## src/rtl/fetch_realigner_if.sv

```systemverilog
// Handshake bundle between the fetch FIFO read port, the realigner and the decoder.
interface fetch_realigner_if;
  logic        in_valid;
  logic [31:0] in_data;
  logic        in_err;
  logic        in_rdy;
  logic        out_valid;
  logic        out_rdy;
  logic [31:0] out_instr;
  logic [31:0] out_pc;
  logic        out_is_comp;
  logic        out_err;

  modport slave (
    input  in_valid, in_data, in_err, out_rdy,
    output in_rdy, out_valid, out_instr, out_pc, out_is_comp, out_err
  );

  modport master (
    output in_valid, in_data, in_err, out_rdy,
    input  in_rdy, out_valid, out_instr, out_pc, out_is_comp, out_err
  );
endinterface

```

## src/rtl/fetch_realigner.sv

```systemverilog
// RV32C-aware realigner: turns 32-bit fetch words into one 16- or 32-bit instruction
// per handshake, tracking the PC and handling halfword-aligned redirects and fetch errors.
module fetch_realigner #(
  parameter logic [31:0] BootAddr = 32'h0000_0080
) (
  input  logic               clk_i,
  input  logic               rst_ni,
  input  logic               flush_i,
  input  logic [31:0]        flush_pc_i,
  fetch_realigner_if.slave   bus
);

  localparam logic [1:0] MODE_ALIGNED = 2'd0;
  localparam logic [1:0] MODE_HOLD    = 2'd1;
  localparam logic [1:0] MODE_SKIP    = 2'd2;
  localparam logic [1:0] MODE_HALT    = 2'd3;

  logic [30:0] pc_q, pc_d;
  logic [15:0] hold_q, hold_d;
  logic        hold_err_q, hold_err_d;
  logic [1:0]  mode_q, mode_d;

  logic        lo_comp;
  logic        hold_comp;
  logic        out_valid;
  logic        in_rdy;
  logic [31:0] instr;
  logic        comp;
  logic        err;
  logic        accept;
  logic        consume;
  logic [30:0] pc_inc;
  logic        unused_flush_pc_lsb;

  assign unused_flush_pc_lsb = flush_pc_i[0];

  // Output selection: never depends on out_rdy for out_valid.
  always_comb begin
    lo_comp   = bus.in_data[1:0] != 2'b11;
    hold_comp = hold_q[1:0] != 2'b11;
    out_valid = 1'b0;
    in_rdy    = 1'b0;
    instr     = bus.in_data;
    comp      = 1'b0;
    err       = bus.in_err;
    case (mode_q)
      MODE_ALIGNED: begin
        out_valid = bus.in_valid;
        in_rdy    = bus.out_rdy & bus.in_valid;
        if (lo_comp) begin
          instr = {16'h0000, bus.in_data[15:0]};
          comp  = 1'b1;
        end
      end
      MODE_HOLD: begin
        // An errored leftover halfword is released alone, without waiting for more data.
        if (hold_err_q || hold_comp) begin
          out_valid = 1'b1;
          instr     = {16'h0000, hold_q};
          comp      = 1'b1;
          err       = hold_err_q;
        end else begin
          out_valid = bus.in_valid;
          in_rdy    = bus.out_rdy & bus.in_valid;
          instr     = {bus.in_data[15:0], hold_q};
          err       = hold_err_q | bus.in_err;
        end
      end
      MODE_SKIP: begin
        in_rdy = bus.in_valid;
      end
      default: begin
      end
    endcase
    if (flush_i) begin
      out_valid = 1'b0;
      in_rdy    = 1'b0;
    end
  end

  always_comb begin
    accept     = out_valid & bus.out_rdy;
    consume    = bus.in_valid & in_rdy;
    pc_inc     = comp ? 31'd1 : 31'd2;
    pc_d       = pc_q;
    hold_d     = hold_q;
    hold_err_d = hold_err_q;
    mode_d     = mode_q;
    if (flush_i) begin
      pc_d       = flush_pc_i[31:1];
      hold_d     = 16'h0000;
      hold_err_d = 1'b0;
      mode_d     = flush_pc_i[1] ? MODE_SKIP : MODE_ALIGNED;
    end else begin
      // The upper half is captured on every consume; it is only read back in HOLD.
      if (consume) begin
        hold_d     = bus.in_data[31:16];
        hold_err_d = bus.in_err;
      end
      if (accept) begin
        pc_d = pc_q + pc_inc;
        if (err) begin
          mode_d = MODE_HALT;
        end else if (mode_q == MODE_ALIGNED) begin
          mode_d = lo_comp ? MODE_HOLD : MODE_ALIGNED;
        end else if (mode_q == MODE_HOLD) begin
          mode_d = hold_comp ? MODE_ALIGNED : MODE_HOLD;
        end
      end else if ((mode_q == MODE_SKIP) && consume) begin
        mode_d = MODE_HOLD;
      end
    end
  end

  always_ff @(posedge clk_i) begin
    if (!rst_ni) begin
      pc_q       <= BootAddr[31:1];
      hold_q     <= 16'h0000;
      hold_err_q <= 1'b0;
      mode_q     <= MODE_ALIGNED;
    end else begin
      pc_q       <= pc_d;
      hold_q     <= hold_d;
      hold_err_q <= hold_err_d;
      mode_q     <= mode_d;
    end
  end

  assign bus.out_valid   = rst_ni & out_valid;
  assign bus.in_rdy      = rst_ni & in_rdy;
  assign bus.out_instr   = rst_ni ? instr : 32'h0000_0000;
  assign bus.out_pc      = rst_ni ? {pc_q, 1'b0} : 32'h0000_0000;
  assign bus.out_is_comp = rst_ni & comp;
  assign bus.out_err     = rst_ni & err;

endmodule
```

## src/flat_wrapper.sv

```systemverilog
// flat-port wrapper written by rule: the top's interface ports become plain ports
module fetch_realigner_flat 
#(
  parameter logic [31:0] BootAddr = 32'h0000_0080
)
  (clk_i, rst_ni, flush_i, flush_pc_i, bus_in_valid, bus_in_data, bus_in_err, bus_out_rdy, bus_in_rdy, bus_out_valid, bus_out_instr, bus_out_pc, bus_out_is_comp, bus_out_err);
  fetch_realigner_if bus_i ();
  input  logic clk_i;
  input  logic rst_ni;
  input  logic flush_i;
  input  logic [31:0] flush_pc_i;
  input wire logic [$bits(bus_i.in_valid)-1:0] bus_in_valid;
  input wire logic [$bits(bus_i.in_data)-1:0] bus_in_data;
  input wire logic [$bits(bus_i.in_err)-1:0] bus_in_err;
  input wire logic [$bits(bus_i.out_rdy)-1:0] bus_out_rdy;
  output wire logic [$bits(bus_i.in_rdy)-1:0] bus_in_rdy;
  output wire logic [$bits(bus_i.out_valid)-1:0] bus_out_valid;
  output wire logic [$bits(bus_i.out_instr)-1:0] bus_out_instr;
  output wire logic [$bits(bus_i.out_pc)-1:0] bus_out_pc;
  output wire logic [$bits(bus_i.out_is_comp)-1:0] bus_out_is_comp;
  output wire logic [$bits(bus_i.out_err)-1:0] bus_out_err;
  assign bus_i.in_valid = bus_in_valid;
  assign bus_i.in_data = bus_in_data;
  assign bus_i.in_err = bus_in_err;
  assign bus_i.out_rdy = bus_out_rdy;
  assign bus_in_rdy = bus_i.in_rdy;
  assign bus_out_valid = bus_i.out_valid;
  assign bus_out_instr = bus_i.out_instr;
  assign bus_out_pc = bus_i.out_pc;
  assign bus_out_is_comp = bus_i.out_is_comp;
  assign bus_out_err = bus_i.out_err;
  fetch_realigner #(.BootAddr(BootAddr)) u_core (.clk_i(clk_i), .rst_ni(rst_ni), .flush_i(flush_i), .flush_pc_i(flush_pc_i), .bus(bus_i));
endmodule
```

## config.mk

```make
export PLATFORM = sky130hd
export DESIGN_NAME = fetch_realigner_flat
export DESIGN_NICKNAME = d
export VERILOG_FILES = /design/src/rtl/fetch_realigner_if.sv /design/src/rtl/fetch_realigner.sv /design/src/flat_wrapper.sv
export SDC_FILE = /design/constraint.sdc
export NUM_CORES = 1
export LEC_CHECK = 0
export CAP_MARGIN = 20
export CORE_MARGIN = 2
export CORE_UTILIZATION = 28
export CTS_CLUSTER_DIAMETER = 50
export CTS_CLUSTER_SIZE = 16
export DETAILED_ROUTE_END_ITERATION = 8
export GPL_ROUTABILITY_DRIVEN = 0
export MAX_ROUTING_LAYER = met4
export PLACE_DENSITY = 0.68
export SLEW_MARGIN = 20
export SYNTH_ARGS = -nofsm -noshare
export SYNTH_HDL_FRONTEND = slang
export SYNTH_SLANG_ARGS = --single-unit
export TNS_END_PERCENT = 20
```

## constraint.sdc

```tcl
create_clock -name clk_i -period 2.9 [get_ports clk_i]
set_input_delay 0.58 -clock clk_i [delete_from_list [all_inputs] [get_ports clk_i]]
set_output_delay 0.58 -clock clk_i [all_outputs]
set_load 0.03 [all_outputs]
```

# ---- Word level (Yosys, flattened, before mapping)
# Cells that the tools add are included.
dict set report word_totals {
  regBits 50
  inputBits 70
  output_inout_bits 68
  wordCells 54
}
dict set report op_classes {
  addsub 1
  n_eq_ne 5
  n_mux 28
  bitwise_logic 9
  reduce_logical 7
}
# op count
set ops {}
lappend ops {{32-bit two-way mux} 4}
lappend ops {{32-bit one-hot mux with 2 select lines} 1}
lappend ops {{31-bit two-way mux} 2}
lappend ops {{31-bit adder} 1}
lappend ops {{2-bit two-way mux} 8}
lappend ops {{1-bit two-way mux} 10}
lappend ops {{1-bit AND} 7}
lappend ops {{5-bit by 4-bit != test with 1-bit output (second input constant)} 1}
lappend ops {{2-bit != test (second input constant)} 2}
lappend ops {{1-bit one-hot mux with 2 select lines} 2}
lappend ops {{1-bit one-hot mux with 3 select lines} 1}
lappend ops {{3-bit nonzero test} 1}
lappend ops {{2-bit by 1-bit == test with 1-bit output (second input constant)} 1}
lappend ops {{2-bit == test (second input constant)} 1}
lappend ops {{2-bit zero test} 1}
lappend ops {{2-bit AND reduction} 1}
lappend ops {{2-bit nonzero test} 1}
lappend ops {{2-bit OR reduction} 1}
lappend ops {{1-bit logical AND} 1}
lappend ops {{1-bit logical OR} 1}
lappend ops {{1-bit NOT} 1}
lappend ops {{1-bit OR} 1}

# ---- Longest topological paths before layout
dict set report logic_depth {
  depth_word 10
  ltp_mapped 13
  depth_no_buf 11
}

# ---- Least setup slack after synthesis
# No wires, ideal clock.
dict set report synth_path {
  path_type {input-to-reg}
  startpoint {in bus_in_data[1]}
  endpoint {reg u_core.pc_q[10]}
  setup_ns 0.119
  t_arrival_ns 2.999
  t_required_ns 2.781
  path_slack_ns -0.219
  path_stages 13
  n_path_buf 2
  path_cell_list {nand2_1 -> o21bai_1 -> clkbuf_1 -> a21oi_1 -> ha_1 -> inv_1 -> fa_1 -> and3b_1 -> buf_2 -> nand2_1 -> or3_1 -> a31oi_1 -> a21boi_1}
}
dict set report synth_via {
  elab_chain_cells 7
}
# element line
set synth_lines {}
lappend synth_lines {{from (decl)} flat_wrapper.sv:13} ;# input wire logic [$bits(bus_i.in_data)-1:0] bus_in_data;
lappend synth_lines {{2-bit != test} fetch_realigner.sv:39} ;# lo_comp = bus.in_data[1:0] != 2'b11;
lappend synth_lines {{1-bit two-way mux} fetch_realigner.sv:50} ;# if (lo_comp) begin
lappend synth_lines {{1-bit one-hot mux with 2 select lines} fetch_realigner.sv:46} ;# case (mode_q)
lappend synth_lines {{2-bit two-way mux} fetch_realigner.sv:84} ;# pc_inc = comp ? 31'd1 : 31'd2;
lappend synth_lines {{31-bit adder} fetch_realigner.sv:101} ;# pc_d = pc_q + pc_inc;
lappend synth_lines {{31-bit two-way mux} fetch_realigner.sv:100} ;# if (accept) begin
lappend synth_lines {{31-bit two-way mux} fetch_realigner.sv:89} ;# if (flush_i) begin
lappend synth_lines {{to (signal assigned)} fetch_realigner.sv:117} ;# pc_q <= BootAddr[31:1];
lappend synth_lines {{to (signal assigned)} fetch_realigner.sv:122} ;# pc_q <= pc_d;
lappend synth_lines {{to (decl)} fetch_realigner.sv:18} ;# logic [30:0] pc_q, pc_d;
# No other way between the ends. The select of a mux whose other input is x is not followed.
# A chain may end at the register's enable or synchronous reset.

# ---- Worst setup path after layout
dict set report layout_path {
  startpoint {reg u_core.mode_q[0]}
  endpoint {out bus_out_instr[31]}
}
dict set report layout_via {
  elab_chain_cells 3
  elab_cells_between_ends 4
  cone_classes {1 x eq/ne; 2 x mux; 1 x reduce/logical}
}
# element line
set layout_lines {}
lappend layout_lines {{from (decl)} fetch_realigner.sv:21} ;# logic [1:0] mode_q, mode_d;
lappend layout_lines {{from (signal assigned)} fetch_realigner.sv:125} ;# mode_q <= mode_d;
lappend layout_lines {{2-bit by 1-bit == test with 1-bit output / 2-bit zero test (equally long branches)} fetch_realigner.sv:46}
lappend layout_lines {{32-bit one-hot mux with 2 select lines (*)} fetch_realigner.sv:46}
lappend layout_lines {{32-bit two-way mux (*)} fetch_realigner.sv:131} ;# assign bus.out_instr = rst_ni ? instr : 32'h0000_0000;
lappend layout_lines {{to (decl)} flat_wrapper.sv:18} ;# output wire logic [$bits(bus_i.out_instr)-1:0] bus_out_instr;
# Mark *: on every way between the ends. The rest lies on a longest branch, timed or not.

==> impl_results.md <==
* Core area at 12,000 um2
* H-tree level count at 2
* Cells after synthesis at around 440
* Synth Register Bits at 50
* F_max at ~400 MHz
* YS warnings at 0
* RSZ-0062 raised after global routing: no
* Worst-skew pair later-pin latency at 0.29 ns
* Total CTS buffers at 5
* Vias in the first global route at roughly 3,600
* Routed length per instance at 15.0 um
* Final min period at 2.54 ns
* Layout cells sized above 1 at 16.1%
* Clock transition at path regs at 0.07 ns
* Required @ worst endpoint at ~2.3 ns
* Synthesized area per cell at 7.72 um2
* Diode count at 0
* Clock sink count at 50
* CTS tree: built
* Outcome: finished, final reports clean
* IO Pins at approximately 140
* FP Rows at 40
* Sequential share of the synthesized area at 29.4%
* Final Skew at 0.00803 ns
* Number of flops mapped to enable cells by yosys at 0
* Fin Setup TNS at 0 ns
* Worst hold path class: reg -> reg
* Syn Nets at 514
* Root buffer cell: clkbuf_16
* Hold buffer count at cts at 0
* Total gr overflow at 0
* First-pass GRT wire length at 17,700 um
* Die H at around 110 um
* Worst rel slew slack at 53.9%
* Final Max Tran Viols at 0
* Pwr Density at 390 nW/um2
* Crit path DAT at 1.96 ns
* Crit start category: register
* Full die area at 13,100 um2
* Maxcap violations at 0
* Initial core utilization at 28.5%
* Post-synthesis to final-layout area growth at 50.1%
* Global Route Usage Sum at between 10% and 20%
* Synth Flop Type: dfxtp_1
* Initial antenna violation count at 0
* Routed Antenna Nets at 0
* Dpl hpwl at 8020 um
* Max IR drop VDD at 0.243 mV
* Synthesized cell area at 3400 um2
* Final setup vio count at 0
* DR DRC count at 0
* Starting DRT DRC Count at 192
* DR vias at around 3,600
* FILL cells at 1,205
* Largest net degree at the start of global routing at 58
* Post-Route WL at 10,700 um
* CP Max Fanout at 17
* Nets at 643
* Total power at 1.99 mW
* Max Root-Sink Buffers at 2
* Die Span X at 114 um
* Post-synthesis async set-or-reset flop share at 0%
* Final period util at 87.8%
* Worst setup EP type: primary output
* Yosys cell types at 47
* IO Port Bufs at 135
* Transition time of the tightest slew-check pin at roughly 0.69 ns
* Hold Vio Cnt, Final at 0
* Kind of critical path: reg -> out
* Leakage power at 1.84 nW
* Pre-antenna DRT Iters at 4
* Via density at 5.03
==> layer usage <==
metal,vias to the layer above,track usage [%],part of all wire [%]
li1,1804,-,-
met1,1672,21.6,44
met2,126,28.3,48
met3,12,3.49,6.6
met4,0,3.58,0.96
met5,-,-,0
==> Yosys cell counts (2+ instances only) <==
| master | number | area [um2] |
|---|---|---|
| and3_1 | 3 | 18.8 |
| o21ai_1 | 3 | 15.0 |
| a31oi_1 | 3 | 18.8 |
| and2_1 | 36 | 225 |
| a22oi_1 | 16 | 120 |
| o2bb2ai_1 | 2 | 17.5 |
| nor4_1 | 9 | 56.3 |
| nor2_1 | 23 | 86.3 |
| xor2_1 | 3 | 26.3 |
| buf_2 | 8 | 40.0 |
| nor2b_1 | 17 | 106 |
| buf_4 | 4 | 30.0 |
| nor3_1 | 8 | 40.0 |
| o21ai_0 | 28 | 140 |
| dfxtp_1 | 50 | 1000 |
| nor4_2 | 7 | 87.6 |
| nand2_1 | 55 | 206 |
| nand3b_1 | 2 | 15.0 |
| ha_1 | 2 | 25.0 |
| clkbuf_1 | 26 | 97.6 |
| nand4_1 | 9 | 56.3 |
| xnor2_1 | 24 | 210 |
| and4_1 | 6 | 52.6 |
| nand3_1 | 13 | 65.1 |
| a21boi_0 | 16 | 120 |
| mux2i_1 | 18 | 180 |
| a21oi_1 | 25 | 125 |
| a211oi_1 | 2 | 15.0 |
| inv_1 | 5 | 18.8 |
==> power by group <==
part / total (mW) / switching, mW / internal (mW)
Combinational: 0.547 / 0.284 / 0.263
Clock: 0.681 / 0.274 / 0.407
Sequential: 0.765 / 0.0427 / 0.722
==> area by class of cell <==
class	instances	area, um2	share of cell area [%]
clock buffer	5	125	2.45
clock inverter	3	45.0	0.881
inverter	5	18.8	0.367
multi-input combinational	348	2270	44.4
sequential	50	1000	19.6
tap	147	184	3.60
timing repair buffer	160	1470	28.7
==> cell families (layout without fill, tap and decap cells) <==
group	after synthesis	in the layout	share of synthesized area [%]
multiplexers	18	18	5.29
XOR/XNOR	27	27	6.95
buffers and inverters	43	173	5.48
AO/OA/AOI/OAI	105	105	19.6
adder cells (fa/ha/maj)	3	3	1.32
other	1	1	0.110
flip-flops	50	50	29.4
AND/OR/NAND/NOR	194	194	31.8
==> state kept, by name, indices dropped and copies added, names as in the netlist <==
| register | count |
|---|---|
| u_core.hold_err_q | 1 |
| u_core.hold_q | 16 |
| u_core.mode_q | 2 |
| u_core.pc_q | 31 |
==> critical path: stages, from the launching register on <==
cell	delay [ns]
dfxtp_1	0.46
buf_4	0.20
nand2b_1	0.06
buf_4	0.19
nor2_1	0.11
buf_4	0.23
a22oi_1	0.09
nor2b_1	0.15
buf_4	0.18
==> path summary, 6_finish.rpt <==
check / from / endpoint / slack, ns / cells after the start
worst min-delay path: u_core.hold_q[14] / u_core.hold_q[14] / 0.50 / 2
worst max-delay path: u_core.mode_q[0] / bus_out_instr[31] / 0.36 / 8
worst min register to register: u_core.hold_q[14] / u_core.hold_q[14] / 0.50 / 2
worst max register to register: u_core.hold_q[0] / u_core.pc_q[26] / 0.37 / 12
==> per-stage QoR <==
| stage | hold slack [ns] | area (um2) | utilization (%) | setup WS [ns] | instances |
|---|---|---|---|---|---|
| 6_report | 0.502 | 5110 | 42.7 | 0.355 | 718 |
| 5_1_grt | 0.525 | 5110 | 42.7 | 0.187 | 718 |
| 4_1_cts | 0.499 | 5050 | 42.2 | 0.0179 | 715 |
| 3_5_place_dp | 0.487 | 4870 | 40.7 | -0.307 | 707 |
| 3_3_place_gp | 0.473 | 4870 | 40.7 | -0.242 | 707 |
| 2_1_floorplan | 0.460 | 3420 | - | 0.0000571 | 441 |
==> cell usage in the layout (no fill, tap or decap), drive strengths merged, types with 2 or more instances in the layout <==
| cell | instances |
|---|---|
| a211oi | 2 |
| a21boi | 17 |
| a21oi | 25 |
| a22oi | 16 |
| a31oi | 3 |
| and2 | 36 |
| and3 | 3 |
| and4 | 6 |
| buf | 62 |
| clkbuf | 5 |
| clkdlybuf4s50 | 96 |
| clkinvlp | 2 |
| dfxtp | 50 |
| dlymetal6s2s | 2 |
| ha | 2 |
| inv | 5 |
| mux2i | 18 |
| nand2 | 55 |
| nand3 | 13 |
| nand3b | 2 |
| nand4 | 10 |
| nor2 | 23 |
| nor2b | 17 |
| nor3 | 8 |
| nor4 | 16 |
| o21ai | 31 |
| o2bb2ai | 2 |
| xnor2 | 24 |
| xor2 | 3 |
==> what timing repair did <==
action                                 4_1_cts  5_1_grt
pin swaps                                    0        4
endpoints found under the hold margin        0        0
setup buffers                                0        3
setup endpoints to repair                    2       11
gates resized for setup                      2       10
Power figures use the tool's default switching activity.
